[config.mk]
export PLATFORM = sky130hd
export DESIGN_NAME = de1_to_arduino_tx
export DESIGN_NICKNAME = d
export VERILOG_FILES = /design/src/rtl/de1_to_arduino_tx.sv
export SDC_FILE = /design/constraint.sdc
export NUM_CORES = 1
export LEC_CHECK = 0
export ABC_AREA = 1
export BUFFER_PORTS_ARGS = -buffer_cell sky130_fd_sc_hd__buf_2
export CAP_MARGIN = 5
export CORE_MARGIN = 4
export CORE_UTILIZATION = 35
export CTS_CLUSTER_DIAMETER = 100
export DETAILED_ROUTE_END_ITERATION = 7
export PLACE_DENSITY = 0.51
export SKIP_LAST_GASP = 1
export SYNTH_ARGS = -nofsm -noshare
export SYNTH_HDL_FRONTEND = slang
export SYNTH_SLANG_ARGS = --single-unit
[constraint.sdc]
create_clock -name clk -period 3.9 [get_ports clk]
set_input_delay 0.585 -clock clk [delete_from_list [all_inputs] [get_ports clk]]
set_output_delay 0.585 -clock clk [all_outputs]
set_load 0.01 [all_outputs]
[src/rtl/de1_to_arduino_tx.sv]
// Clock/data/latch serial transmitter from the DE1 to an Arduino shift-register-style receiver.
// Define DE1_TX_PARITY_EN to append an even-parity bit after the LSB of every frame.
module de1_to_arduino_tx #(
    parameter int DATA_W = 8,
    parameter int DIV    = 2500
) (
    input  logic              clk,
    input  logic              rst,
    input  logic [DATA_W-1:0] data_in,
    input  logic              send,
    output logic              busy,
    output logic              done,
    output logic              gpio_sclk,
    output logic              gpio_data,
    output logic              gpio_latch
);

`ifdef DE1_TX_PARITY_EN
    localparam int FRAME_W = DATA_W + 1;
`else
    localparam int FRAME_W = DATA_W;
`endif
    localparam int CNT_W = (DIV > 1) ? $clog2(DIV) : 1;
    localparam int BIT_W = (FRAME_W > 1) ? $clog2(FRAME_W) : 1;
    localparam logic [CNT_W-1:0] DIV_LAST = CNT_W'(DIV - 1);
    localparam logic [BIT_W-1:0] BIT_LAST = BIT_W'(FRAME_W - 1);

    typedef enum logic [1:0] {
        IDLE,
        BIT_LO,
        BIT_HI,
        LATCH
    } state_t;

    state_t             state;
    logic [CNT_W-1:0]   div_cnt;
    logic [BIT_W-1:0]   bit_cnt;
    logic [FRAME_W-1:0] shreg;
    logic [FRAME_W-1:0] shreg_next;
    logic [FRAME_W-1:0] frame_word;
    logic               phase_end;

    // Parity is taken from the word being captured, so later data_in changes cannot alter it.
`ifdef DE1_TX_PARITY_EN
    assign frame_word = {data_in, ^data_in};
`else
    assign frame_word = data_in;
`endif

    assign shreg_next = shreg << 1;
    assign phase_end  = (div_cnt == DIV_LAST);

    always_ff @(posedge clk or posedge rst) begin
        if (rst) begin
            state      <= IDLE;
            div_cnt    <= '0;
            bit_cnt    <= '0;
            shreg      <= '0;
            busy       <= 1'b0;
            done       <= 1'b0;
            gpio_sclk  <= 1'b0;
            gpio_data  <= 1'b0;
            gpio_latch <= 1'b0;
        end else begin
            done <= 1'b0;
            case (state)
                IDLE: begin
                    if (send) begin
                        shreg     <= frame_word;
                        gpio_data <= frame_word[FRAME_W-1];
                        busy      <= 1'b1;
                        div_cnt   <= '0;
                        bit_cnt   <= '0;
                        state     <= BIT_LO;
                    end
                end
                BIT_LO: begin
                    if (phase_end) begin
                        div_cnt   <= '0;
                        gpio_sclk <= 1'b1;
                        state     <= BIT_HI;
                    end else begin
                        div_cnt <= div_cnt + 1'b1;
                    end
                end
                BIT_HI: begin
                    if (phase_end) begin
                        div_cnt   <= '0;
                        gpio_sclk <= 1'b0;
                        if (bit_cnt == BIT_LAST) begin
                            gpio_data  <= 1'b0;
                            gpio_latch <= 1'b1;
                            state      <= LATCH;
                        end else begin
                            // Next bit goes out with the falling clock so it is settled by the next rise.
                            shreg     <= shreg_next;
                            gpio_data <= shreg_next[FRAME_W-1];
                            bit_cnt   <= bit_cnt + 1'b1;
                            state     <= BIT_LO;
                        end
                    end else begin
                        div_cnt <= div_cnt + 1'b1;
                    end
                end
                LATCH: begin
                    if (phase_end) begin
                        div_cnt    <= '0;
                        gpio_latch <= 1'b0;
                        busy       <= 1'b0;
                        done       <= 1'b1;
                        state      <= IDLE;
                    end else begin
                        div_cnt <= div_cnt + 1'b1;
                    end
                end
                default: state <= IDLE;
            endcase
        end
    end

endmodule

Yosys cells after proc, flatten, opt, wreduce, memory -nomap -nowiden. Cells that the tools add are included.

Bits in registers: 29. Bits of input ports: 11. Output and inout bits: 5. Word-level logic and storage cells: 65.

Add/subtract/negate cells: 2. Equal/unequal tests: 11. Mux-type cells: 31. Reductions and logical operators: 12.

Operators by type and width (number): $mux W12 (2); $pmux W12 S2 (1); $mux W7 (3); $pmux W7 S2 (1); $add A12 B1 Y12 const B (1); $eq A12 B12 Y1 const B (1); $ne A2 B2 Y1 const B (6); $reduce_and A4 Y1 (3); $mux W1 (10); $mux W2 (5); $mux W3 (3); $reduce_and A3 Y1 (3); $pmux W1 S2 (4); $pmux W2 S4 (1); $reduce_bool A2 Y1 (4); $pmux W3 S2 (1); $eq A2 B2 Y1 const B (2); $add A3 B1 Y3 const B (1); $eq A3 B3 Y1 const B (1); $reduce_or A3 Y1 (1); $eq A2 B1 Y1 const B (1); $logic_not A2 Y1 (1).

Logic depth before layout (Yosys ltp). Gate-level depths: netlist (run 1).

Word-level depth: 4. Depth in mapped cells: 8.

Worst setup path after synthesis (run 1). OpenSTA, ideal clock, no wires.

Path type: reg-to-reg. From: register bit_cnt[0]. To: register bit_cnt[0]. Arrival time: 1.389 ns. Data required time: 3.783 ns. Slack: 2.394 ns. Cell stages (with the launch flop): 7. Period minus slack after synthesis: 1.506 ns. Cells stage by stage: dfrtp_1 -> ha_1 -> ha_1 -> a21oi_2 -> nand3_4 -> nand2_1 -> nand2_1.

Word-level cells in the longest chain between the ends: 4. Elaborated cells between the ends (all ways): 7. Classes of those cells: add/sub (1); eq/ne (2); mux (3); reduce/logical (1).

Ends and longest elaborated chain: start, declared (RTL line 37) `logic [BIT_W-1:0] bit_cnt;`; start signal, assigned (RTL line 98) `bit_cnt <= bit_cnt + 1'b1;`; $add A3 B1 Y3 (RTL line 98); $mux W3 (RTL line 90) `if (bit_cnt == BIT_LAST) begin`; $mux W3 (RTL line 87) `if (phase_end) begin`; $pmux W3 S2 (RTL line 66) `case (state)`.

Several ways; a longest one is shown, not always the timed one. The select of a mux whose other input is x is not followed. A chain may end at the register's enable or synchronous reset.

Final worst setup path (run 1).
From: register state[0]. To: register shreg[2].

Word-level cells in the longest chain between the ends: 3. Elaborated cells between the ends (all ways): 8. Classes of those cells: eq/ne (4); mux (1); reduce/logical (3).

Ends and longest elaborated chain: start, declared (RTL line 35) `state_t state;`; start signal, assigned (RTL line 55) `state <= IDLE;`; start signal, assigned (RTL line 74) `state <= BIT_LO;`; start signal, assigned (RTL line 81) `state <= BIT_HI;`; $eq A2 B2 Y1 or $logic_not A2 Y1 (tied branches) (RTL line 66); $ne A2 B2 Y1 (no line) or $reduce_bool A2 Y1 (tied branches); $reduce_and A4 Y1 (no line); end signal, assigned (RTL line 69) `shreg <= frame_word;`; end signal, assigned (RTL line 96) `shreg <= shreg_next;`; end, declared (RTL line 38) `logic [FRAME_W-1:0] shreg;`.

Several ways; a longest one is shown, not always the timed one.

==> out/results.txt, run 1 <==
PD cells: 322.2 nW/um^2
number of global-route vias before repair: 1367
startpoint types: flop
CP endpoint kind: flop
Root Buffer Master: clkbuf_8
complex-gate fraction of the synthesized area: 8.140%
worst setup margin: 2.097 ns
CTS Buf Count: 5
YS warnings: 0
hold path startpoint: shreg[3]
max-slew violations: 0
crit path time final: 1.803 ns
post-CTS resize count: 0
wirelength, routed: 3682 um
Post-Route Skew: 0.006249 ns
io pins: 16
Synth Area in Adders: 2.326%
Tcrit/Tclk final: 46.24%
# port buffers: 15
crit path max fanout: 13
DR pass1 iterations: 4
RSZ-0062 raised after global routing: no
CTS hold repair buffers: 0
crit path DAT: 1.98 ns
drt wl/cell: 13.10 um
Initial Utilization: 36.56%
clock tree buffer depth: 2
Nets: 242
Die Wd: 75.91 um
Antenna Nets Post-Route: 0
clk sinks: 29
XOR/XNOR share of the synthesized area: 2.171%
main combinational cell family by area after synthesis: simple AND/OR/NAND/NOR gates
CTS tree: yes
post-synthesis mux area share: 0%
fin area: 1833 um^2
slew of the pin with the lowest slew margin: 0.9520 ns
GPL Wtd Cong: 0.8045
clock-pin slew on the worst setup and hold paths: 0.07 ns
vias per cell: 4.925
max_cap viols: 0
outcome: finished, final reports clean
Synth cell types: 24
worst hold path class: flop to flop
ANT cells: 0
die height: 75.91 um
detailed placement HPWL: 2708 um
clk_lat worst skew: 0.28 ns
relative slew slack: 36.47%
initial DRC count: 97
placed insts: 273
Layout Cells excl Fill: 281
Cells after Synth: 208
gr ovfl total: 0
Reg2Reg Launch Point: state[0]
post-synthesis sequential area ratio: 44.96%
total number of vias: 1384
Peak VDD IR: 130.7 uV
area grow syn2layout: 13.57%
DIE AREA: 5762 um^2
crit path from: state[0]
initial antenna violation count: 0
first-pass GRT wire length: 6610 um
gr usage total: 13.99%
Placed Instance Area: 1732 um^2
Worst R2R Setup Slack: 2.10 ns
DP Worst Slack: 2.103 ns
final setup violation count: 0
ratio of cells with drive above 1 in the final layout: 15.72%
Pleak: 0.9405 nW
required time worst endpoint: 4.07 ns
Syn Nets: 222
simple logic cell fraction of the synthesized area: 35.35%
CP Class: flop to flop
# DRC: 0
post-synthesis cell area: 1614 um^2
Avg Cell Area, Syn: 7.760 um^2
largest net degree at the start of global routing: 25
H-tree lvl count: 2
post-CTS setup buffers: 0
Final Hold Vio Count: 0
Worst Hold Slack: 0.4776 ns
register bit count reported by yosys: 29
core area: 4414 um^2
filler cell count: 456
Fmax: 0.5546 GHz
Final TNS setup: 0 ns
Std-Cell Rows: 24
-- placed cells by master, fill, tap and decap left out, drive strengths merged --
master,instances
nand2,78
inv,21
xor2,4
buf,16
nor2,15
o22ai,4
a21oi,1
clkbuf,7
dfrtp,29
nor3,3
o21ai,18
nand4,12
clkinv,1
o21bai,1
nand3,16
ha,3
-- power breakdown --
part,internal (W),leakage [nW],switching [W]
Sequential,0.000301,0.380,0
Combinational,0.00000582,0.506,0.0000104
Clock,0.000159,0.0542,0.000114
-- flip-flops by register name, summed over array words and instances, names as in the netlist --
register and count:
div_cnt 12, shreg 7, bit_cnt 3, state 2, busy 1, done 1, gpio_data 1, gpio_latch 1
gpio_sclk 1
-- routing by layer --
metal | wire length [um] | vias to the layer above | GRT usage (%)
met5 | 0 | - | 0
met4 | 78 | 0 | 5.872
met3 | 133 | 12 | 2.962
met2 | 1560 | 27 | 19.95
met1 | 1909 | 620 | 20.25
li1 | - | 725 | -
-- cells in the mapped netlist, drive strengths merged --
master | n | area [um^2]
nand2 | 78 | 297.8
dfrtp | 29 | 725.7
inv | 21 | 83.83
o21ai | 18 | 90.09
nand3 | 16 | 97.60
nor2 | 15 | 80.08
nand4 | 12 | 75.07
o22ai | 4 | 25.02
xor2 | 4 | 35.03
buf | 3 | 30.03
ha | 3 | 37.54
nor3 | 3 | 20.02
a21oi | 1 | 8.760
o21bai | 1 | 7.510
-- critical path: stages (launching register included) --
cell	delay (ns)
dfrtp_1	0.50
inv_2	0.07
nand2_1	0.35
inv_2	0.18
nand2_2	0.25
nand3_4	0.18
nand2_1	0.11
nand2_1	0.05
-- through the flow --
stage               util [%]   power, W
global placement       39.23  0.0003236
detailed placement     39.23  0.0003235
finish                 41.52  0.0005906
floorplan                  -  0.0003140
global route           41.52  0.0006199
CTS                    41.52  0.0006018
-- cells by family after synthesis --
logic type,count (synthesis)
AO/OA/AOI/OAI,24
XOR/XNOR,4
adder cells (fa/ha/maj),3
buffers and inverters,24
flip-flops,29
AND/OR/NAND/NOR,124
-- layout make-up --
cell class	instances	area [um^2]	area share (%)
multi-input combinational	155	774.5	42.25
sequential	29	725.7	39.59
clock buffer	7	96.34	5.256
inverter	21	83.83	4.573
timing repair buffer	16	82.58	4.505
tap	52	65.06	3.549
clock inverter	1	5.005	0.2730
-- final timing paths --
kind                              endpoint  cells past startpoint
worst max-delay path              shreg[2]                      7
worst max register to register    shreg[2]                      7
worst min-delay path              shreg[3]                      2
max in group asynchronous       div_cnt[6]                      3
worst min register to register    shreg[3]                      2
min in group asynchronous         shreg[2]                      2
Note: power is estimated with default switching activity, not from simulation.
==> run 2: changes to the inputs <==
==> constraint.sdc (replaced) <==
create_clock -name clk -period 1.9 [get_ports clk]
set_input_delay 0.285 -clock clk [delete_from_list [all_inputs] [get_ports clk]]
set_output_delay 0.285 -clock clk [all_outputs]
set_load 0.01 [all_outputs]
==> run 2 against run 1 <==
Critical path depth grew 1. Flip-flop and latch count is the same. Sequential power grew 100%. First-iteration DRC count shrank 37%. Die area is the same. Final cell count grew 0.71%. Largest cell class unchanged.
==> out/results.txt, run 2 (synthesized netlist as in run 1, its figures left out) <==
placed insts: 275
ANT cells: 0
max_cap viols: 0
RSZ-0062 raised after global routing: no
Flop pwr share: 53.9%
relative slew slack: 73.92%
total number of vias: 1383
CTS tree: yes
Fmax: 0.6176 GHz
Initial Utilization: 36.56%
clock tree buffer depth: 2
slew of the pin with the lowest slew margin: 0.3912 ns
commonest cells after routing, fill and taps aside: nand2_1, dfrtp_1, inv_1
Antenna Nets Post-Route: 0
# port buffers: 15
Post-Route Skew: 0.008729 ns
post-CTS setup buffers: 0
post-CTS resize count: 0
ratio of cells with drive above 1 in the final layout: 16.02%
initial antenna violation count: 0
required time worst endpoint: 2.07 ns
area grow syn2layout: 13.33%
R2R cell count: 8
vias per cell: 4.887
core area: 4414 um^2
DR pass1 iterations: 4
Comb pwr share: 2.9%
top flop regs: div_cnt (12), shreg (7), bit_cnt (3)
worst hold path class: input pin to async pin
commonest non-fill, non-tap cell in the layout: nand2_1
worst setup margin: 0.2808 ns
startpoint types: flop
die height: 75.91 um
gr usage total: 13.42%
io pins: 16
Top cell by count, worst path: nand2_1
Die Wd: 75.91 um
clock power share: 43.2%
Std-Cell Rows: 24
Final TNS setup: 0 ns
CTS hold repair buffers: 0
number of global-route vias before repair: 1378
clk_lat worst skew: 0.28 ns
slowest cell delay on critical path: 0.38 ns
clock-pin slew on the worst setup and hold paths: 0.06 ns
drt wl/cell: 12.49 um
Tcrit/Tclk final: 85.22%
crit path max fanout: 11
CP endpoint kind: flop
CTS Buf Count: 5
Most flops, register: div_cnt
Nets: 244
H-tree lvl count: 2
PD cells: 626.3 nW/um^2
first-pass GRT wire length: 6423 um
initial DRC count: 61
DIE AREA: 5762 um^2
sw power: 0.0002627 W
Pleak: 0.9408 nW
Root Buffer Master: clkbuf_8
Worst R2R Setup Slack: 0.28 ns
Reg2Reg Launch Point: div_cnt[0]
crit path time final: 1.619 ns
outcome: finished, final reports clean
CP Class: flop to flop
Worst Hold Slack: 0.07267 ns
fin util: 41.44%
final setup violation count: 0
GPL Wtd Cong: 0.8315
crit path DAT: 1.79 ns
worst r2r dst: shreg[0]
worst-path cell chain: ha_1 > inv_1 > nor2_1 > nand3_2 > nand2_2 > nand3_4 > nand2_1 > nand2_1
sw frac: 22.93%
Layout Cells excl Fill: 283
detailed placement HPWL: 2586 um
max FFs per register: 12
cell-internal power: 0.0008828 W
wirelength, routed: 3535 um
largest net degree at the start of global routing: 30
Peak VDD IR: 256.4 uV
DP Worst Slack: 0.2902 ns
max-slew violations: 0
gr ovfl total: 0
CP max stage cell: dfrtp_1
clk sinks: 29
Final Hold Vio Count: 0
# DRC: 0
## run 2: worst max-delay path by stage
| stage | depth (start not counted) | slack, ns | start | to |
|---|---|---|---|---|
| CTS | 8 | 0.29 | div_cnt[0] | shreg[0] |
| global placement | 8 | 0.33 | div_cnt[5] | bit_cnt[2] |
| global route | 8 | 0.08 | div_cnt[5] | bit_cnt[0] |
| floorplan | 6 | 0.39 | bit_cnt[0] | bit_cnt[0] |
| detailed placement | 8 | 0.29 | div_cnt[0] | shreg[2] |
| finish | 8 | 0.28 | div_cnt[0] | shreg[0] |
## run 2: critical path, delay by kind of cell, from the launching register on
kind	cells	cell delay, ns
simple gates	6	0.88
flops	1	0.38
fa+ha+maj	1	0.20
buf+inv	1	0.06
## run 2: final cells by class
cell class	count	area, um^2
multi-input cells	155	774.5
inverters	21	83.83
repair buffers	18	97.59
clock inverters	2	10.01
well taps	52	65.06
clock buffers	6	72.57
flip-flops and latches	29	725.7
fillers	471	2585
## run 2: power groups by stage
stage,registers (W),clock network (W),logic [W]
after global routing,0.000617,0.000545,0.0000394
after CTS,0.000617,0.000509,0.0000349
after floorplan,0.000629,0,0.0000156
after detailed placement,0.000629,0,0.0000348
final,0.000617,0.000495,0.0000333
after global placement,0.000629,0,0.0000347
## run 2: through the flow
stage	instance area, um^2	power [W]
after CTS	1829	0.001161
after global placement	1747	0.0006636
final	1829	0.001146
after detailed placement	1747	0.0006637
after global routing	1829	0.001201
after floorplan	1614	0.0006445
## run 2: metal layers
layer / wire length (um) / track usage [%] / up-vias / share of wire (%)
li1: - / - / 734 / -
met1: 1822 / 18.42 / 626 / 52
met2: 1549 / 20.21 / 21 / 44
met3: 135 / 4.147 / 2 / 3.8
met4: 27 / 3.915 / 0 / 0.76
met5: 0 / 0 / - / 0
